==> src/rtl/uart_rx_fifo_mem.sv <==
// UART receive FIFO with a memory-mapped data/status register pair.
// The receiver pushes bytes with a one-cycle valid pulse; the CPU pops
// via RXDATA writes and manages overflow/flush via STATUS writes.
module uart_rx_fifo_mem #(
  parameter int DATA_W     = 8,
  parameter int DEPTH      = 16,
  parameter int IRQ_THRESH = 1
) (
  input  logic              clk,
  input  logic              rst,
  input  logic              i_mem_addr,
  input  logic              i_mem_wen,
  input  logic [31:0]       i_mem_wdata,
  output logic [31:0]       o_mem_rdata,
  input  logic              i_rx_dv,
  input  logic [DATA_W-1:0] i_rx_byte,
  output logic              o_irq
);

  localparam int AW = $clog2(DEPTH);
  localparam int CW = $clog2(DEPTH + 1);

  logic [DATA_W-1:0] r_mem [DEPTH];
  logic [AW-1:0]     r_wr_ptr;
  logic [AW-1:0]     r_rd_ptr;
  logic [CW-1:0]     r_count;
  logic              r_ovf;
  logic              r_irq;

  logic              w_empty;
  logic              w_full;
  logic              w_pop_req;
  logic              w_flush;
  logic              w_ovf_clr;
  logic              w_pop;
  logic              w_push;
  logic              w_ovf_evt;
  logic [CW-1:0]     w_count_next;
  logic              w_ovf_next;

  assign w_empty   = (r_count == '0);
  assign w_full    = (r_count == CW'(DEPTH));

  assign w_pop_req = i_mem_wen && !i_mem_addr && i_mem_wdata[31];
  assign w_flush   = i_mem_wen &&  i_mem_addr && i_mem_wdata[1];
  assign w_ovf_clr = i_mem_wen &&  i_mem_addr && i_mem_wdata[0];

  // Flush overrides everything: a same-cycle byte is discarded silently,
  // and a pop while full makes room so the same-cycle push is not an overflow.
  assign w_pop     = w_pop_req && !w_empty && !w_flush;
  assign w_push    = i_rx_dv && (!w_full || w_pop) && !w_flush;
  assign w_ovf_evt = i_rx_dv && w_full && !w_pop && !w_flush;

  // Next-state count and sticky overflow (set beats clear)
  always_comb begin
    w_count_next = r_count;
    if (w_flush)
      w_count_next = '0;
    else
      w_count_next = r_count + CW'(w_push) - CW'(w_pop);
    w_ovf_next = r_ovf;
    if (w_ovf_evt)
      w_ovf_next = 1'b1;
    else if (w_ovf_clr)
      w_ovf_next = 1'b0;
  end

  // Pointer, count, overflow and interrupt state
  always_ff @(posedge clk or posedge rst) begin
    if (rst) begin
      r_wr_ptr <= '0;
      r_rd_ptr <= '0;
      r_count  <= '0;
      r_ovf    <= 1'b0;
      r_irq    <= 1'b0;
    end else begin
      if (w_flush) begin
        r_wr_ptr <= '0;
        r_rd_ptr <= '0;
      end else begin
        if (w_push) r_wr_ptr <= r_wr_ptr + 1'b1;
        if (w_pop)  r_rd_ptr <= r_rd_ptr + 1'b1;
      end
      r_count <= w_count_next;
      r_ovf   <= w_ovf_next;
      r_irq   <= (w_count_next >= CW'(IRQ_THRESH)) | w_ovf_next;
    end
  end

  // FIFO storage; contents are never visible while empty, so no reset
  always_ff @(posedge clk) begin
    if (w_push) r_mem[r_wr_ptr] <= i_rx_byte;
  end

  // Combinational register read mux
  always_comb begin
    o_mem_rdata = '0;
    if (!i_mem_addr) begin
      o_mem_rdata[30] = !w_empty;
      if (!w_empty) o_mem_rdata[DATA_W-1:0] = r_mem[r_rd_ptr];
    end else begin
      o_mem_rdata[31]   = r_ovf;
      o_mem_rdata[30]   = w_full;
      o_mem_rdata[29]   = w_empty;
      o_mem_rdata[15:0] = 16'(r_count);
    end
  end

  assign o_irq = r_irq;

endmodule
==> config.mk <==
export PLATFORM = sky130hd
export DESIGN_NAME = uart_rx_fifo_mem
export DESIGN_NICKNAME = d
export VERILOG_FILES = /design/src/rtl/uart_rx_fifo_mem.sv
export SDC_FILE = /design/constraint.sdc
export NUM_CORES = 1
export LEC_CHECK = 0
export BUFFER_PORTS_ARGS = -buffer_cell sky130_fd_sc_hd__buf_2
export CAP_MARGIN = 20
export CORE_MARGIN = 10
export CORE_UTILIZATION = 30
export CTS_CLUSTER_DIAMETER = 200
export DETAILED_ROUTE_END_ITERATION = 7
export GPL_TIMING_DRIVEN = 0
export PLACE_DENSITY = 0.58
export SETUP_SLACK_MARGIN = 0.5
export SYNTH_ARGS = -nofsm -noshare
export SYNTH_HDL_FRONTEND = slang
export SYNTH_SLANG_ARGS = --single-unit
==> constraint.sdc <==
create_clock -name clk -period 6.7 [get_ports clk]
set_clock_uncertainty 0.05 [all_clocks]
set_input_delay 0.67 -clock clk [delete_from_list [all_inputs] [get_ports clk]]
set_output_delay 0.67 -clock clk [all_outputs]
set_load 0.05 [all_outputs]
==> reports/metrics.csv, run 1 <==
metric;value;unit
reg2reg setup slack;3220;ps
initial core utilization;30.6;%
synth unique cells;41;
WP data arrival;2940;ps
P&R area growth vs syn;17.3;%
largest cells by area after synthesis;edfxtp_1, mux4_2, dfrtp_1;
HPWL Detailed;8900;um
unrepaired setup endpoints after global routing;false;
post-synthesis register bit count;143;
final setup violating endpoints;0;
ant diodes;0;
Achievable Freq;0.273;GHz
Fin. Hold Viols;0;
worst r2r dst;o_irq;
Die Wd;164;um
XOR/XNOR Fraction of Synth Area;1.27;%
yosys synthesis warning count;0;
Worst R2R Path Depth;14;
final critical-path required period;3660;ps
setup_tns;0;ps
Switching Power;0.952;mW
fraction of registers with async set or reset after synthesis;10.5;%
top post-synthesis cells by count;edfxtp_1, buf_4, and2_1, mux4_2, dfrtp_1;
CTS tree;yes;
dominant synthesized flop cell;edfxtp_1;
biggest area consumer among synthesized cells;edfxtp_1;
I/O pins;78;
DRC;0;
internal power;1.92;mW
1st-pass router iterations;4;
top-area cell type share of the netlist area;62.1;%
critical path class;flop to output pin;
most used routing layer;met2;
Post-layout nets;478;
Rel. slew slack;55.5;%
simple-gate portion of the synthesized area;6.69;%
row count;52;
die area;26800;sq um
Crit path required time;5980;ps
Pleak;2.56;nW
largest net degree at the start of global routing;17;
clk slew on worst S/H paths;60;ps
critical path fanouts, max;10;
clock network power share;29.0;%
placed cell count;672;
Longest Clk Path Bufs;2;
Worst-Skew Late Latency;420;ps
Vias;3199;
Comb power frac;31.7;%
Slowest-stage cell, CP;clkbuf_1;
CP Capture Type;output pin;
initial drt markers;251;
WL per Instance;19.4;um
most common cell in the synthesized netlist;edfxtp_1;
actual slew at the worst max-slew pin;668;ps
count of final max-slew check failures;0;
PortBufs;27;
Via density;4.54;
number of setup buffers added after CTS;0;
Routed WL;13700;um
largest family of logic cells by synthesized area;multiplexers;
met1 global-route usage;13.3;%
Top Family by Delay on Critical Path;buffers and inverters;
startpoint types;flop;
worst vdd rail ir drop;192;uV
Mapped Avg Cell Area;17.4;sq um
Flop pwr share;39.3;%
Synth Area in Compound Gates;2.43;%
period utilisation layout;54.6;%
die height;164;um
first-pass GRT wire length;20400;um
share of cells above drive strength 1;25.1;%
core area;20200;sq um
post_cts resized;0;
worst path bufs/invs;4;
PnR worst setup slack;3040;ps
clock buffer count from CTS;17;
status;finished, final reports clean;
vias in the first global route;3363;
Layout Cells excl Fill;704;
adder-cell share of the synthesized area;2.55;%
initial antenna violation count;0;
met3 usage;3.37;%
M2 GR Usage;16.1;%
Clk Tree Root Cell;clkbuf_16;
Worst Hold Class;input pin to asynchronous set/reset pin;
max cap viols;0;
CTS hold repair buffers;0;
synthesized area;6190;sq um
portion of netlist area occupied by mux cells;14.1;%
CTS sink cnt;143;
post-place setup slack;3210;ps
fill count;1897;
most frequent CP cell;buf_2;
grt ovf;0;
Reg-to-Reg Start;r_count[2];
Sw Ratio;33.1;%
Total GRT Usage;10.5;%
register area share after synthesis;68.2;%
Synth Instances;355;
Routed Antenna Nets;0;
gpl congestion;0.750;
H-tree depth;4;
Post-synth EDFFs;128;
peak per-stage delay on the critical path;560;ps
ordered list of cells on the worst path;buf_2 > buf_2 > clkbuf_1 > mux4_2 > mux2i_1 > o22ai_1 > buf_2;
pwr dens;396;nW/um^2
[power groups by stage]
stage | Clock (mW) | Sequential, mW | Combinational (mW)
finish | 0.832 | 1.13 | 0.911
floorplan | 0 | 1.13 | 0.703
detailed placement | 0 | 1.15 | 0.918
global route | 0.890 | 1.14 | 0.993
global placement | 0 | 1.14 | 0.907
CTS | 0.847 | 1.13 | 0.925
[state kept, by name (all words and copies together) (netlist names)]
signal,flops
r_mem,128
o_irq,1
r_rd_ptr,4
r_ovf,1
r_count,5
r_wr_ptr,4
[logic make-up after synthesis]
group / count (synthesis)
AOI/OAI and AO/OA: 22
xor gates and xnor gates: 9
adders and majority gates: 12
buffers and inverters: 48
DFF: 143
muxes: 44
other: 1
and+or+nand+nor: 76
[per-stage QoR]
stage / utilization [%] / hold WS [ps] / power (mW) / instance area, sq um
final: 35.9 / 256 / 2.87 / 7260
after global routing: 35.9 / 302 / 3.02 / 7260
after CTS: 35.9 / 267 / 2.90 / 7260
after detailed placement: 33.3 / 494 / 2.06 / 6740
after global placement: 33.3 / 483 / 2.05 / 6740
after floorplan: - / 425 / 1.83 / 6260
[layout by cell type (no fill, tap or decap), types with 2 or more instances in the layout]
master,synthesis,final
edfxtp_1,128,128
buf_2,5,32
buf_4,22,22
and2_1,21,21
mux4_2,21,21
conb_1,1,21
clkbuf_16,0,17
dfrtp_1,15,15
nor2_1,14,14
nand2_1,13,13
inv_1,12,12
ha_1,11,11
mux4_1,10,10
clkbuf_1,7,9
mux2i_1,9,9
nand3_1,8,8
a21oi_1,7,7
xnor2_1,6,6
nor3_1,5,5
mux2_2,4,4
nand2b_1,4,4
a221o_1,4,4
inv_6,0,4
nand3b_1,3,3
xor2_1,3,3
o22ai_1,3,3
clkinvlp_4,0,3
clkinv_1,0,3
a21o_1,2,2
o21ai_0,2,2
clkinv_2,0,2
[cell type report]
class	instances	area, sq um	area share [%]
clock inverter	13	87.6	1.21
clock buffer	19	433	5.97
multi-input combinational	184	1750	24.1
buffer	36	248	3.41
sequential	143	4220	58.1
tap	270	338	4.66
timing repair buffer	27	135	1.86
inverter	12	45.0	0.621
[per-layer routing]
metal / up-vias / share of wire [%]
met5: - / 0
met4: 0 / 2.2
met3: 25 / 6.5
met2: 93 / 47
met1: 1609 / 44
li1: 1472 / -
[how the worst max path moves through the flow]
stage | startpoint | end | slack (ps) | depth (start not counted)
finish | r_rd_ptr[1] | o_mem_rdata[5] | 3040 | 7
detailed placement | r_count[2] | o_irq | 3210 | 14
CTS | r_rd_ptr[1] | o_mem_rdata[5] | 3000 | 7
global placement | r_count[2] | o_irq | 3260 | 14
global route | r_rd_ptr[1] | o_mem_rdata[5] | 2880 | 7
floorplan | r_count[3] | o_irq | 3720 | 14
Power figures use the tool's default switching activity.
==> run 2: changes to the inputs <==
--- a/config.mk
+++ b/config.mk
@@ -12,7 +12,7 @@
 export CTS_CLUSTER_DIAMETER = 200
 export DETAILED_ROUTE_END_ITERATION = 7
 export GPL_TIMING_DRIVEN = 0
-export PLACE_DENSITY = 0.58
+export PLACE_DENSITY = 0.59
 export SETUP_SLACK_MARGIN = 0.5
 export SYNTH_ARGS = -nofsm -noshare
 export SYNTH_HDL_FRONTEND = slang
==> constraint.sdc (replaced) <==
create_clock -name clk -period 3.1 [get_ports clk]
set_clock_uncertainty 0.05 [all_clocks]
set_input_delay 0.31 -clock clk [delete_from_list [all_inputs] [get_ports clk]]
set_output_delay 0.31 -clock clk [all_outputs]
set_load 0.05 [all_outputs]
==> run 2 against run 1 <==
Effect of this change:
- die area unchanged
- wire length increased by 1.9%
- cell count increased by 3.0%
- sequential share of layout area decreased by 3.8 points
- cell area increased by 6.9%
- core utilization increased by 2.5 points
- worst hold slack got worse by 84 ps
- sequential cell count unchanged
- global-route usage about the same
- clock power increased by 140%
- register-to-register slack got worse by 2800 ps
- largest cell class unchanged
- largest power group is now combinational cells
==> reports/metrics.csv, run 2 (synthesis gave the netlist of run 1 again) <==
metric;value;unit
status;finished, final reports clean;
startpoint types;flop;
PortBufs;27;
Via density;4.56;
critical path fanouts, max;5;
share of cells above drive strength 1;36.7;%
row count;52;
Routed Antenna Nets;0;
WL met3;1160;um
Total GRT Usage;10.5;%
Pwr Total;6.95;mW
largest net degree at the start of global routing;17;
Reg-to-Reg Start;r_count[1];
vias in the first global route;3443;
clock buffer count from CTS;17;
flip-flop count of the largest register after layout;128;
most frequent cells in the layout;edfxtp_1, buf_4, mux4_2;
met1 wire length;5940;um
Largest regs;r_mem (128), r_count (5);
worst vdd rail ir drop;339;uV
Rel. slew slack;58.3;%
Pleak;2.76;nW
hold endpoint;r_wr_ptr[1];
CTS sink cnt;143;
Vias;3305;
initial drt markers;184;
Clk Tree Root Cell;clkbuf_16;
count of final max-slew check failures;0;
final critical-path required period;2770;ps
min-delay src;i_rx_dv;
P&R area growth vs syn;25.4;%
Die Wd;164;um
first-pass GRT wire length;20700;um
reg2reg setup slack;430;ps
grt ovf;0;
max cap viols;0;
WL per Instance;19.2;um
worst hold path cell count;3;
Post-layout nets;499;
core area;20200;sq um
period utilisation layout;89.3;%
die area;26800;sq um
Fin. Hold Viols;0;
HPWL Detailed;8830;um
post-place setup slack;35.7;ps
Achievable Freq;0.361;GHz
Worst Hold Class;input pin to flop;
initial antenna violation count;0;
unrepaired setup endpoints after global routing;true;
Layout Cells excl Fill;725;
actual slew at the worst max-slew pin;625;ps
final setup violating endpoints;0;
gpl congestion;0.760;
Worst-Skew Late Latency;410;ps
worst r2r dst;o_irq;
clk slew on worst S/H paths;60;ps
most common cell after layout, fill and taps aside;edfxtp_1;
WL met2;6620;um
Crit path required time;2740;ps
initial core utilization;30.6;%
Longest Clk Path Bufs;2;
ant diodes;0;
die height;164;um
DRC;0;
H-tree depth;4;
Routed WL;13900;um
WP data arrival;2410;ps
1st-pass router iterations;5;
CTS tree;yes;
CP Capture Type;output pin;
setup_tns;0;ps
pwr dens;895;nW/um^2
uppermost layer routed;met4;
fill count;1835;
critical path class;flop to output pin;
Worst R2R Path Depth;13;
I/O pins;78;
PnR worst setup slack;333;ps
largest reg by FF count;r_mem;
hold slack;172;ps
placed cell count;672;
-- run 2: cell type report --
type | instances | area [sq um] | share of cell area, %
clock inverter | 15 | 153 | 1.97
clock buffer | 17 | 425 | 5.48
tap | 270 | 338 | 4.35
inverter | 12 | 45.0 | 0.581
multi-input combinational | 184 | 1890 | 24.4
buffer | 36 | 297 | 3.82
sequential | 143 | 4220 | 54.4
timing repair buffer | 48 | 388 | 5.00
-- run 2: repair_timing --
action / in CTS / in global routing
buffers inserted: 13 / 5
setup endpoints to repair: 13 / 10
gates resized for setup: 56 / 10
gates cloned: 2 / 0
hold buffers: 1 / 0
hold endpoints to repair: 15 / 0
pin swaps: 16 / 3
-- run 2: critical path, stage by stage, from the launching register on --
cell and delay, ps:
dfrtp_1 390, buf_8 160, buf_12 130, mux4_2 510
mux2_2 280, a221o_1 340, buf_6 170
-- run 2: layer usage --
layer  vias up  global-route usage, %
li1       1509                      -
met5         -                      0
met1      1668                   14.0
met4         0                   3.82
met3        15                   3.40
met2       113                   15.8
-- run 2: power by group --
| group | switching (mW) | leakage [nW] | internal (mW) | total (mW) |
|---|---|---|---|---|
| combinational | 1.32 | 1.14 | 1.19 | 2.51 |
| sequential | 0.133 | 1.34 | 2.32 | 2.46 |
| clock | 0.852 | 0.281 | 1.13 | 1.98 |
-- run 2: how the worst max path moves through the flow --
stage,from,to,slack (ps),cells past startpoint
floorplan,r_count[3],o_irq,380,15
global placement,r_count[2],o_irq,30,14
detailed placement,r_count[2],o_irq,40,14
CTS,r_rd_ptr[0],o_mem_rdata[0],310,6
global route,r_rd_ptr[0],o_mem_rdata[1],250,6
finish,r_rd_ptr[0],o_mem_rdata[1],330,6
-- run 2: stage by stage --
step,utilization (%),instance area (sq um)
after floorplan,-,6300
after global routing,38.3,7760
after global placement,33.5,6770
after CTS,38.0,7700
after detailed placement,33.5,6770
final,38.3,7760
==> run 3: changes to the inputs <==
--- a/config.mk
+++ b/config.mk
@@ -7,7 +7,7 @@
 export LEC_CHECK = 0
 export BUFFER_PORTS_ARGS = -buffer_cell sky130_fd_sc_hd__buf_2
 export CAP_MARGIN = 20
-export CORE_MARGIN = 10
+export CORE_MARGIN = 8
 export CORE_UTILIZATION = 30
 export CTS_CLUSTER_DIAMETER = 200
 export DETAILED_ROUTE_END_ITERATION = 7
==> constraint.sdc (replaced) <==
create_clock -name clk -period 3.1 [get_ports clk]
set_clock_uncertainty 0.05 [all_clocks]
set_input_delay 0.31 -clock clk [delete_from_list [all_inputs] [get_ports clk]]
set_output_delay 0.31 -clock clk [all_outputs]
set_load 0.1 [all_outputs]
==> run 3 against run 2 <==
Effect of this change:
- worst hold slack lost 13 ps
- sequential power is essentially flat
- combinational power is 22% higher
- global-route usage is 0.92 points higher
- non-clock buffer count grew 7
- setup slack got worse by 53 ps
- sequential cell count is the same
- via count up 2.6%
- critical endpoint is now o_mem_rdata[3]
- largest power group unchanged
==> reports/metrics.csv, run 3 (synthesis gave the netlist of run 1 again) <==
metric;value;unit
Vias;3391;
most frequent CP cell;buf_12;
initial drt markers;298;
count of final max-slew check failures;0;
Crit path required time;2740;ps
1st-pass router iterations;4;
Rel. slew slack;56.3;%
Largest regs;r_mem (128), r_count (5);
initial core utilization;30.6;%
P&R area growth vs syn;28.0;%
final setup violating endpoints;0;
Pwr Total;7.46;mW
most common cell after layout, fill and taps aside;edfxtp_1;
critical path fanouts, max;6;
startpoint types;flop;
Routed WL;14400;um
first-pass GRT wire length;21400;um
die height;160;um
pwr dens;942;nW/um^2
most frequent cells in the layout;edfxtp_1, buf_4, mux4_2;
Clk Tree Root Cell;clkbuf_16;
period utilisation layout;91.0;%
core area;20200;sq um
share of cells above drive strength 1;38.5;%
largest reg by FF count;r_mem;
unrepaired setup endpoints after global routing;true;
ordered list of cells on the worst path;buf_8 > buf_12 > buf_12 > buf_6 > mux4_2 > nand2_2 > a21oi_2 > a221o_1 > buf_12;
HPWL Detailed;8820;um
flip-flop count of the largest register after layout;128;
WL met3;1130;um
CTS sink cnt;143;
Worst-Skew Late Latency;420;ps
Achievable Freq;0.355;GHz
status;finished, final reports clean;
H-tree depth;4;
die area;25500;sq um
largest net degree at the start of global routing;17;
setup_tns;0;ps
clk slew on worst S/H paths;60;ps
Pleak;2.81;nW
peak per-stage delay on the critical path;490;ps
vias in the first global route;3488;
Slowest-stage cell, CP;mux4_2;
ant diodes;0;
Longest Clk Path Bufs;2;
CTS tree;yes;
row count;52;
Die Wd;160;um
met1 wire length;6340;um
Post-layout nets;506;
critical path class;flop to output pin;
worst vdd rail ir drop;426;uV
Routed Antenna Nets;0;
max cap viols;0;
Total GRT Usage;11.5;%
WP data arrival;2460;ps
PortBufs;27;
Worst Hold Class;input pin to flop;
fin util;39.1;%
Fin. Hold Viols;0;
WL met2;6550;um
final critical-path required period;2820;ps
DRC;0;
CP Capture Type;output pin;
gpl congestion;0.760;
initial antenna violation count;0;
I/O pins;78;
uppermost layer routed;met4;
actual slew at the worst max-slew pin;655;ps
reg2reg setup slack;390;ps
clock buffer count from CTS;17;
Via density;4.65;
hold slack;159;ps
WL per Instance;19.7;um
grt ovf;0;
==> run 3: stage by stage <==
| stage | cells | worst slack, ps | instance area (sq um) |
|---|---|---|---|
| 4_1_cts | 721 | 279 | 7820 |
| 2_1_floorplan | 375 | 376 | 6320 |
| 3_3_place_gp | 672 | 95.6 | 6800 |
| 5_1_grt | 730 | 204 | 7920 |
| 6_report | 730 | 280 | 7920 |
| 3_5_place_dp | 672 | 31.9 | 6800 |
==> run 3: worst paths after layout <==
kind | end | depth (start not counted) | from
max | o_mem_rdata[3] | 9 | r_rd_ptr[0]
min | r_wr_ptr[1] | 3 | i_rx_dv
max reg2reg | o_irq | 14 | r_count[3]
min reg2reg | r_ovf | 2 | r_ovf
max in group asynchronous | r_count[1] | 3 | rst
min in group asynchronous | r_ovf | 3 | rst
==> run 3: final cells by class <==
type | count | area, sq um
sequential | 143 | 4220
clock buffer | 20 | 437
fill | 1823 | 12300
buffer | 36 | 309
timing repair buffer | 55 | 503
multi-input combinational | 184 | 1950
tap | 270 | 338
clock inverter | 10 | 115
inverter | 12 | 47.5
==> run 3: per-layer routing <==
metal  vias up  track usage, %
li1       1512               -
met1      1735            14.6
met2       121            16.9
met3        23            4.50
met4         0            5.15
met5         -               0
==> run 3: timing repair <==
| item | in CTS | in global routing |
|---|---|---|
| gates resized for setup | 88 | 10 |
| cloned | 1 | 0 |
| endpoints found under the setup margin | 13 | 10 |
| hold endpoints to repair | 15 | 0 |
| buffers inserted | 17 | 9 |
| pin swaps | 15 | 6 |
| hold buffers | 1 | 0 |
==> run 3: power breakdown <==
group          leakage (nW)  internal, mW  total (mW)  switching, mW
Clock                 0.266          1.17        1.93          0.758
Combinational          1.20          1.35        3.07           1.72
Sequential             1.34          2.33        2.46          0.130
Total                  2.81          4.85        7.46           2.61
==> run 3: worst max-delay path, delay by kind of cell (launching register included) <==
kind	cells	cell delay [ps]
AO/OA/AOI/OAI	2	370
flip-flops	1	390
AND/OR/NAND/NOR	1	80
buffers and inverters	5	700
multiplexers	1	490
